[config.mk]
export PLATFORM = sky130hd
export DESIGN_NAME = rng_pool_reader
export DESIGN_NICKNAME = d
export VERILOG_FILES = /design/src/rtl/rng_pkg.sv /design/src/rtl/rng_health_mon.sv /design/src/rtl/rng_pool_reader.sv
export SDC_FILE = /design/constraint.sdc
export NUM_CORES = 1
export LEC_CHECK = 0
export CAP_MARGIN = 0
export CELL_PAD_IN_SITES_DETAIL_PLACEMENT = 0
export CELL_PAD_IN_SITES_GLOBAL_PLACEMENT = 1
export CORE_MARGIN = 3
export CORE_UTILIZATION = 44
export CTS_BUF_LIST = sky130_fd_sc_hd__clkbuf_2 sky130_fd_sc_hd__clkbuf_4 sky130_fd_sc_hd__clkbuf_8
export DETAILED_ROUTE_END_ITERATION = 10
export GPL_ROUTABILITY_DRIVEN = 1
export PLACE_DENSITY_LB_ADDON = 0.1
export SYNTH_ARGS = -nofsm -noshare
export SYNTH_HDL_FRONTEND = slang
export SYNTH_SLANG_ARGS = --single-unit
export TNS_END_PERCENT = 30
[constraint.sdc]
create_clock -name clk -period 4.2 [get_ports clk]
set_clock_uncertainty 0.1 [all_clocks]
set_input_delay 1.05 -clock clk [delete_from_list [all_inputs] [get_ports clk]]
set_output_delay 1.05 -clock clk [all_outputs]
set_load 0.1 [all_outputs]
[src/rtl/rng_pkg.sv]
// rng_pkg: shared types and constants for the TRNG pool reader.
//   rng_pool_state_t        - pool reader FSM states (FILL, SERVE)
//   RNG_HEALTH_REJECT_LIMIT - consecutive stuck buffers that raise the health flag
package rng_pkg;

    typedef enum logic {
        FILL  = 1'b0,
        SERVE = 1'b1
    } rng_pool_state_t;

    localparam int RNG_HEALTH_REJECT_LIMIT = 4;

endpackage

[src/rtl/rng_health_mon.sv]
// rng_health_mon: stuck-source detector for TRNG buffers.
// Flags an all-zeros or all-ones buffer as rejected and counts consecutive
// rejections (3-bit, saturating at 7). Reaching RNG_HEALTH_REJECT_LIMIT sets a
// sticky error that only reset clears.
// Ports:
//   clk, reset_n  - clock, asynchronous active-low reset
//   buffer        - candidate TRNG buffer
//   strobe        - a buffer is being offered for capture this cycle
//   reject        - combinational: candidate buffer is stuck
//   health_err    - sticky stuck-source flag
module rng_health_mon
    import rng_pkg::*;
#(
    parameter int BUFFER_SIZE = 256
) (
    input  logic                   clk,
    input  logic                   reset_n,
    input  logic [BUFFER_SIZE-1:0] buffer,
    input  logic                   strobe,
    output logic                   reject,
    output logic                   health_err
);

    localparam logic [2:0] ERR_AT = 3'(RNG_HEALTH_REJECT_LIMIT - 1);

    logic [2:0] reject_cnt;

    assign reject = (buffer == '0) || (&buffer);

    always_ff @(posedge clk or negedge reset_n) begin
        if (!reset_n) begin
            reject_cnt <= '0;
            health_err <= 1'b0;
        end else if (strobe) begin
            if (reject) begin
                if (reject_cnt != 3'd7) begin
                    reject_cnt <= reject_cnt + 3'd1;
                end
                // This rejection brings the count to the limit.
                if (reject_cnt == ERR_AT) begin
                    health_err <= 1'b1;
                end
            end else begin
                reject_cnt <= '0;
            end
        end
    end

endmodule

[src/rtl/rng_pool_reader.sv]
// rng_pool_reader: consumer side of the TRNG buffer handshake.
// Captures the full TRNG buffer into a local pool when trng_ready_i is high,
// pulses trng_req_o for one cycle so the TRNG refills in the background, then
// serves the pool as WORD_W-bit words (word 0 = LSBs) over valid/ready.
// Optional feature: define RNG_POOL_HEALTH_EN to reject all-zeros/all-ones
// buffers and raise a sticky health_err_o after repeated rejections.
// Ports:
//   clk, reset_n   - clock (shared with TRNG), asynchronous active-low reset
//   trng_ready_i   - TRNG buffer full
//   trng_buffer_i  - TRNG buffer contents
//   trng_req_o     - one-cycle refill request to the TRNG
//   rnd_valid_o    - random word available
//   rnd_ready_i    - consumer accepts the word
//   rnd_data_o     - current random word
//   health_err_o   - sticky stuck-source flag (0 when the check is not built)
module rng_pool_reader
    import rng_pkg::*;
#(
    parameter int BUFFER_SIZE = 256,
    parameter int WORD_W      = 32
) (
    input  logic                   clk,
    input  logic                   reset_n,
    input  logic                   trng_ready_i,
    input  logic [BUFFER_SIZE-1:0] trng_buffer_i,
    output logic                   trng_req_o,
    output logic                   rnd_valid_o,
    input  logic                   rnd_ready_i,
    output logic [WORD_W-1:0]      rnd_data_o,
    output logic                   health_err_o
);

    localparam int NWORDS = BUFFER_SIZE / WORD_W;
    localparam int IDX_W  = (NWORDS > 1) ? $clog2(NWORDS) : 1;
    localparam logic [IDX_W-1:0] LAST_IDX = IDX_W'(NWORDS - 1);

    rng_pool_state_t        state_q, state_d;
    logic [BUFFER_SIZE-1:0] pool_q;
    logic [IDX_W-1:0]       idx_q;
    logic                   req_q;
    logic                   offer;
    logic                   accept;
    logic                   transfer;
    logic                   reject;

    // NOTE: every signal driven here gets a default first so no path leaves
    // one unassigned, which would otherwise infer a latch.
    always_comb begin
        state_d  = state_q;
        offer    = 1'b0;
        accept   = 1'b0;
        transfer = 1'b0;
        unique case (state_q)
            FILL: begin
                // While the refill request is still out the TRNG has not yet
                // dropped ready, so the buffer on its port is the one just seen.
                offer  = trng_ready_i && !req_q;
                accept = offer && !reject;
                if (accept) begin
                    state_d = SERVE;
                end
            end
            SERVE: begin
                transfer = rnd_ready_i;
                if (transfer && (idx_q == LAST_IDX)) begin
                    state_d = FILL;
                end
            end
            default: state_d = FILL;
        endcase
    end

    // NOTE: state registers use non-blocking assignments so every flop samples
    // pre-edge values, independent of process ordering.
    always_ff @(posedge clk or negedge reset_n) begin
        if (!reset_n) begin
            state_q <= FILL;
        end else begin
            state_q <= state_d;
        end
    end

    // NOTE: the pool is reset (not left uninitialised like a RAM) because its
    // contents drive rnd_data_o and must read as zero after reset.
    always_ff @(posedge clk or negedge reset_n) begin
        if (!reset_n) begin
            pool_q <= '0;
            idx_q  <= '0;
            req_q  <= 1'b0;
        end else begin
            // Any offered buffer, accepted or rejected, is consumed by a refill.
            req_q <= offer;
            if (accept) begin
                pool_q <= trng_buffer_i;
                idx_q  <= '0;
            end else if (transfer && (idx_q != LAST_IDX)) begin
                idx_q <= idx_q + 1'b1;
            end
        end
    end

    assign trng_req_o  = req_q;
    assign rnd_valid_o = (state_q == SERVE);
    assign rnd_data_o  = rnd_valid_o ? pool_q[int'(idx_q) * WORD_W +: WORD_W] : '0;

`ifdef RNG_POOL_HEALTH_EN
    rng_health_mon #(
        .BUFFER_SIZE (BUFFER_SIZE)
    ) u_health (
        .clk        (clk),
        .reset_n    (reset_n),
        .buffer     (trng_buffer_i),
        .strobe     (offer),
        .reject     (reject),
        .health_err (health_err_o)
    );
`else
    assign reject       = 1'b0;
    assign health_err_o = 1'b0;
`endif

endmodule

==> metrics.txt, run 1 <==
status=finished clean; placed insts=1368; post-cts hold buffer count=0; Post-CTS Setup Repair Bufs=0; Placer Congestion=0.803; Starting Density=0.452; clk root buf=clkbuf_8; port bufs=a little under 300; Die Area=between 0.02 and 0.03 mm2; pwr dens=953 mW/mm2; Worst-Margin Slew=1.02 ns; drt initial violations=440; RSZ-0062 raised after global routing=false; Yosys reg bits=261; max-slew headroom at the worst pin=0.316; Final Util=0.620; DRC=0; Arrival @ worst endpoint=2.64 ns; nets=~1300; Max stage delay cell, worst path=dfrtp_2; share of layout cells above drive strength 1=0.415; syn avg cell area=15.3 um2; leak pwr=~6.7 nW; Area Overhead vs Synth=37.2%; final wirelength=slightly above 30 mm; Reg clk slew, reported paths=about 0.060 ns; Row Count=59; Via Count=7612; setup TNS=0 ns; worst-skew pair later-pin latency=about 0.53 ns; Synth cell types=20; crit end category=output port; chip width=between 150 and 200 um; final setup margin=roughly 0.41 ns; commonest non-fill, non-tap cell in the layout=mux2_2; min Tclk post-route=3.79 ns; worst-path cell chain=buf_4, mux4_2, inv_1, a221oi_1, buf_12; CP Max Fanout=14; Ys Warns=0; routed vias/inst=around 5.3; fin cells=1442; Slew Limit Fails=0; vias in the first global route=a little over 8000; H-tree Lvls=2; crit-path max cell delay=between 0.6 and 0.7 ns; CTS Buf Count=46; TritonCTS Sinks=around 260; mapped cell area=0.0119 mm2; Final ANT Viol Nets=0; PostCTS Resize Cnt=0; HP Class=in -> async; core area=approximately 0.026 mm2; Req. time, crit path=between 3 and 4 ns; Register Area=~0.0065 mm2; GR Util All Layers=0.210; Syn Nets=between 1000 and 1500; grt total ovfl=0; Final Setup Violations=0; largest net degree at the start of global routing=96; Hold Vio Cnt, Final=0; Worst Setup Start Kind=register; cells after synthesis=779; Hold Slack=around 0.34 ns; initial antenna violation count=7; Fillers=about 2100; routed len/inst=21.4 um; HPWL Detailed=approximately 22 mm; WS Path Type=reg -> out; worst vdd ir=between 0.0006 and 0.0007 V; first-pass GRT wire length=between 40 and 50 mm; Final Cycle Share=0.902; commonest cells after routing, fill and taps aside=mux2_2, clkdlybuf4s50_1, dfrtp_1; post-synthesis sequential area ratio=0.548; fmax=approximately 0.26 GHz; clock tree buffer depth=3; Max Cap Violations=0; DR pass1 iterations=4; I/O pin count=around 300; Die H=171 um; worst slack at placement=~0.95 ns; multi-input logic area=a little under 0.005 mm2; CTS tree=done
==> worst paths after layout <==
path                                          from                       to  slack [ns]  cells after the start
max                           idx_q[1]$_DFFE_PN0P_           rnd_data_o[18]        0.41                      5
min                                        reset_n  pool_q[146]$_DFFE_PN0P_        0.34                      1
max reg2reg                  rnd_valid_o$_DFF_PN0_   pool_q[42]$_DFFE_PN0P_        1.90                      3
max in group asynchronous                  reset_n  pool_q[224]$_DFFE_PN0P_        2.74                      2
min in group clk           pool_q[164]$_DFFE_PN0P_  pool_q[164]$_DFFE_PN0P_        0.40                      1
min reg2reg                pool_q[164]$_DFFE_PN0P_  pool_q[164]$_DFFE_PN0P_        0.40                      1
==> critical path: cells and delay by family, from the launching register on <==
kind            cells  cell delay (ns)
compound gates      1             0.16
buf+inv             3             0.75
mux                 1             0.52
flops               1             0.65
==> synthesized netlist by cell type <==
cell      number  share of area
a21o_1         1        0.00063
inv_1         32          0.010
o21ai_0       32          0.013
mux2_2       289           0.27
a22o_1         2         0.0015
nand2_1        1        0.00031
nor2_1         2        0.00063
conb_1         1        0.00031
mux4_2        32          0.060
mux2i_1       32          0.027
clkbuf_1      11         0.0035
nor3b_2        1         0.0010
buf_4          7         0.0044
nand2b_1       1        0.00053
a221oi_1      32          0.024
buf_2         15         0.0063
buf_6         24          0.023
dfrtp_1      261           0.55
and3b_1        1        0.00073
ha_1           2         0.0021
==> metal layers <==
metal	track usage	up-vias	routed length [um]
li1	-	3470	-
met1	0.315	3839	14600
met2	0.303	234	13300
met3	0.0580	59	2220
met4	0.0543	10	651
met5	0	-	64
==> metrics by stage <==
stage               total power, mW  instance area, um2
floorplan                      10.4               12000
CTS                            15.7               16300
global placement               13.3               15500
detailed placement             13.4               15500
global route                   16.4               16300
finish                         15.6               16300
==> cell type report <==
cell class	instances	share of cell area
inverter	32	0.00735
antenna	2	0.000306
multi-input combinational	429	0.300
timing repair buffer	311	0.213
sequential	261	0.400
tap	335	0.0256
clock buffer	67	0.0522
clock inverter	5	0.00222
==> flip-flops by register name (all words and copies together), names as in the netlist <==
register,cells
idx_q,3
pool_q,256
rnd_valid_o,1
trng_req_o,1
==> report_power, final <==
group / total [mW] / switching (mW) / internal, mW
logic: 8.76 / 4.89 / 3.87
clock network: 2.27 / 0.986 / 1.29
registers: 4.53 / 0.724 / 3.81
==> cell families (layout without fill, tap and decap cells) <==
| kind of cell | after synthesis | in the layout | synth area share |
|---|---|---|---|
| DFF | 261 | 261 | 0.548 |
| adders and majority gates | 2 | 2 | 0.00210 |
| buffers and inverters | 89 | 415 | 0.0469 |
| other | 1 | 3 | 0.000315 |
| and+or+nand+nor | 6 | 6 | 0.00325 |
| AOI/OAI and AO/OA | 67 | 67 | 0.0391 |
| muxes | 353 | 353 | 0.360 |
No activity file was read; power rests on OpenSTA's default activity.
==> inputs of run 2 (changes only) <==
ABC_AREA = 1   (was default)
CORE_UTILIZATION = 40   (was 44)
==> run 2 against run 1 <==
- final area is 4.3% higher
- sequential share of layout area is 1.6 points lower
- routed wire length is 32% higher
- largest power group unchanged
- sequential cell count stayed put
- non-clock buffer count is 2 higher
- worst hold slack better by 0.050 ns
- highest routed layer is now met4
- sequential power is 7.3% lower
==> metrics.txt, run 2 <==
chip width=around 190 um; DR pass1 iterations=5; max-slew headroom at the worst pin=0.348; Fillers=a little over 3000; Placer Congestion=0.849; crit end category=output port; leak pwr=around 8.3 nW; Area Overhead vs Synth=32.9%; initial antenna violation count=0; Yosys reg bits=261; clk root buf=clkbuf_8; Slew Limit Fails=0; number of diodes=0; H-tree Lvls=2; clock tree buffer depth=3; port bufs=293; asr flop ratio synth=1.00; DRC=0; Max stage delay cell, worst path=dfrtp_4; min Tclk post-route=3.86 ns; HP Class=in -> async; commonest cells after routing, fill and taps aside=nand2_1, inv_1, clkdlybuf4s50_1; setup TNS=0 ns; routed len/inst=~17 um; nets=2216; vias in the first global route=11222; Reg clk slew, reported paths=0.06 ns; drt initial violations=roughly 850; cell taking the most area after synthesis=dfrtp_1; crit-path max cell delay=about 0.70 ns; Arrival @ worst endpoint=approximately 2.7 ns; core area=slightly above 0.03 mm2; GR Util All Layers=0.238; Top reg by flops=pool_q; Post-CTS Setup Repair Bufs=0; routed vias/inst=approximately 4.8; Register Area=approximately 0.0065 mm2; R2R Setup Slk=around 1.8 ns; PostCTS Resize Cnt=0; commonest non-fill, non-tap cell in the layout=nand2_1; Worst Setup Start Kind=register; Largest regs=pool_q (256), idx_q (3); Synth area leaders=dfrtp_1, nand2_1, o21ai_1, inv_1, nand3_1; status=finished clean; share of layout cells above drive strength 1=0.0705; CP Max Fanout=98; largest net degree at the start of global routing=roughly 160; post-cts hold buffer count=0; Final Cycle Share=0.918; grt total ovfl=0; Max Cap Violations=0; worst-path cell chain=buf_12, nand2_1, nand3_1, nand2_1, nor2_1, nor2_1, buf_12; CTS tree=done; Synth cell types=20; Synth top cells by count=nand2_1, dfrtp_1, inv_1; Die H=between 150 and 200 um; WS Path Type=reg -> out; cells after synthesis=1705; multi-input logic area=approximately 0.0046 mm2; Worst-Margin Slew=between 0.9 and 1 ns; fmax=around 0.26 GHz; RSZ-0062 raised after global routing=false; HPWL Detailed=29.7 mm; final setup margin=~0.34 ns; Ys Warns=0; Row Count=64; Starting Density=0.413; TritonCTS Sinks=between 200 and 300; pwr dens=930 mW/mm2; CTS Buf Count=44; worst slack at placement=0.955 ns; max reg flops=256; final wirelength=40.8 mm; Syn Nets=between 1500 and 2000; area share of the largest cell type after synthesis=0.509; Final ANT Viol Nets=0; most numerous cell in the Yosys netlist=nand2_1; worst vdd ir=roughly 0.0011 V; worst-skew pair later-pin latency=around 0.54 ns; mapped cell area=~0.013 mm2; Req. time, crit path=slightly above 3 ns; syn avg cell area=between 7 and 8 um2; post-synthesis sequential area ratio=0.509; path depth of the worst reg2reg path=6; Die Area=~0.034 mm2; Via Count=between 10000 and 15000; I/O pin count=between 200 and 300; Hold Vio Cnt, Final=0; Final Setup Violations=0; first-pass GRT wire length=between 60 and 70 mm; ys flop type=dfrtp_1; EDFF count, synth=0
## run 2: changes by cell type after synthesis, moves of 7 or more
cell,change
buf_2,+25
mux2i_1,-32
buf_4,+21
buf_1,+7
nand3_1,+163
a221oi_1,-32
nand2_1,+578
o21ai_1,+223
inv_1,+227
nor2_1,+62
mux4_2,-32
mux2_2,-289
## run 2: worst max-delay path, delay by kind of cell (launching register included)
family        cells  cell delay, ns
buf+inv           2            0.56
flops             1            0.70
simple gates      5            0.75
## run 2: cell families after synthesis
family | share of synthesized area
compound gates | 0.101
buf+inv | 0.134
flops | 0.509
fa+ha+maj | 0.00195
simple gates | 0.254
other cells | 0.000292
## run 2: worst paths after layout
check / from / endpoint
max: idx_q[0]$_DFFE_PN0P_ / rnd_data_o[22]
max reg2reg: rnd_valid_o$_DFF_PN0_ / pool_q[117]$_DFFE_PN0P_
max in group asynchronous: reset_n / pool_q[82]$_DFFE_PN0P_
min reg2reg: pool_q[85]$_DFFE_PN0P_ / pool_q[85]$_DFFE_PN0P_
min in group clk: pool_q[85]$_DFFE_PN0P_ / pool_q[85]$_DFFE_PN0P_
min: reset_n / pool_q[244]$_DFFE_PN0P_
## run 2: per-stage QoR
step                      instance area [um2]   util  cells  hold slack [ns]  total power, mW
after CTS                               17100  0.549   2381            0.412             16.0
after global placement                  16200  0.520   2304            0.398             13.5
after global routing                    17100  0.549   2381            0.434             16.9
after detailed placement                16200  0.520   2304            0.405             13.6
after floorplan                         12800      -   1705            0.386             10.3
final                                   17100  0.549   2381            0.386             15.9
## run 2: cell type report
type | count | area share
Multi-Input combinational cell | 1071 | 0.269
Clock buffer | 72 | 0.0515
Timing Repair Buffer | 313 | 0.207
Inverter | 263 | 0.0590
Sequential cell | 261 | 0.383
Clock inverter | 5 | 0.00147
Tap cell | 396 | 0.0291
## run 2: per-layer routing
layer / track usage / vias up / part of all wire
met5: 0 / - / 0
met4: 0.0558 / 0 / 0.020
met3: 0.0385 / 51 / 0.061
met2: 0.371 / 339 / 0.45
met1: 0.351 / 5359 / 0.46
li1: - / 5722 / -
## run 2: report_power, final
group | total, mW | internal (mW) | switching [mW] | leakage (nW)
Clock | 2.32 | 1.31 | 1.00 | 0.491
Combinational | 9.35 | 3.02 | 6.33 | 4.58
Sequential | 4.20 | 3.73 | 0.478 | 3.21
Total | 15.9 | 8.06 | 7.81 | 8.28
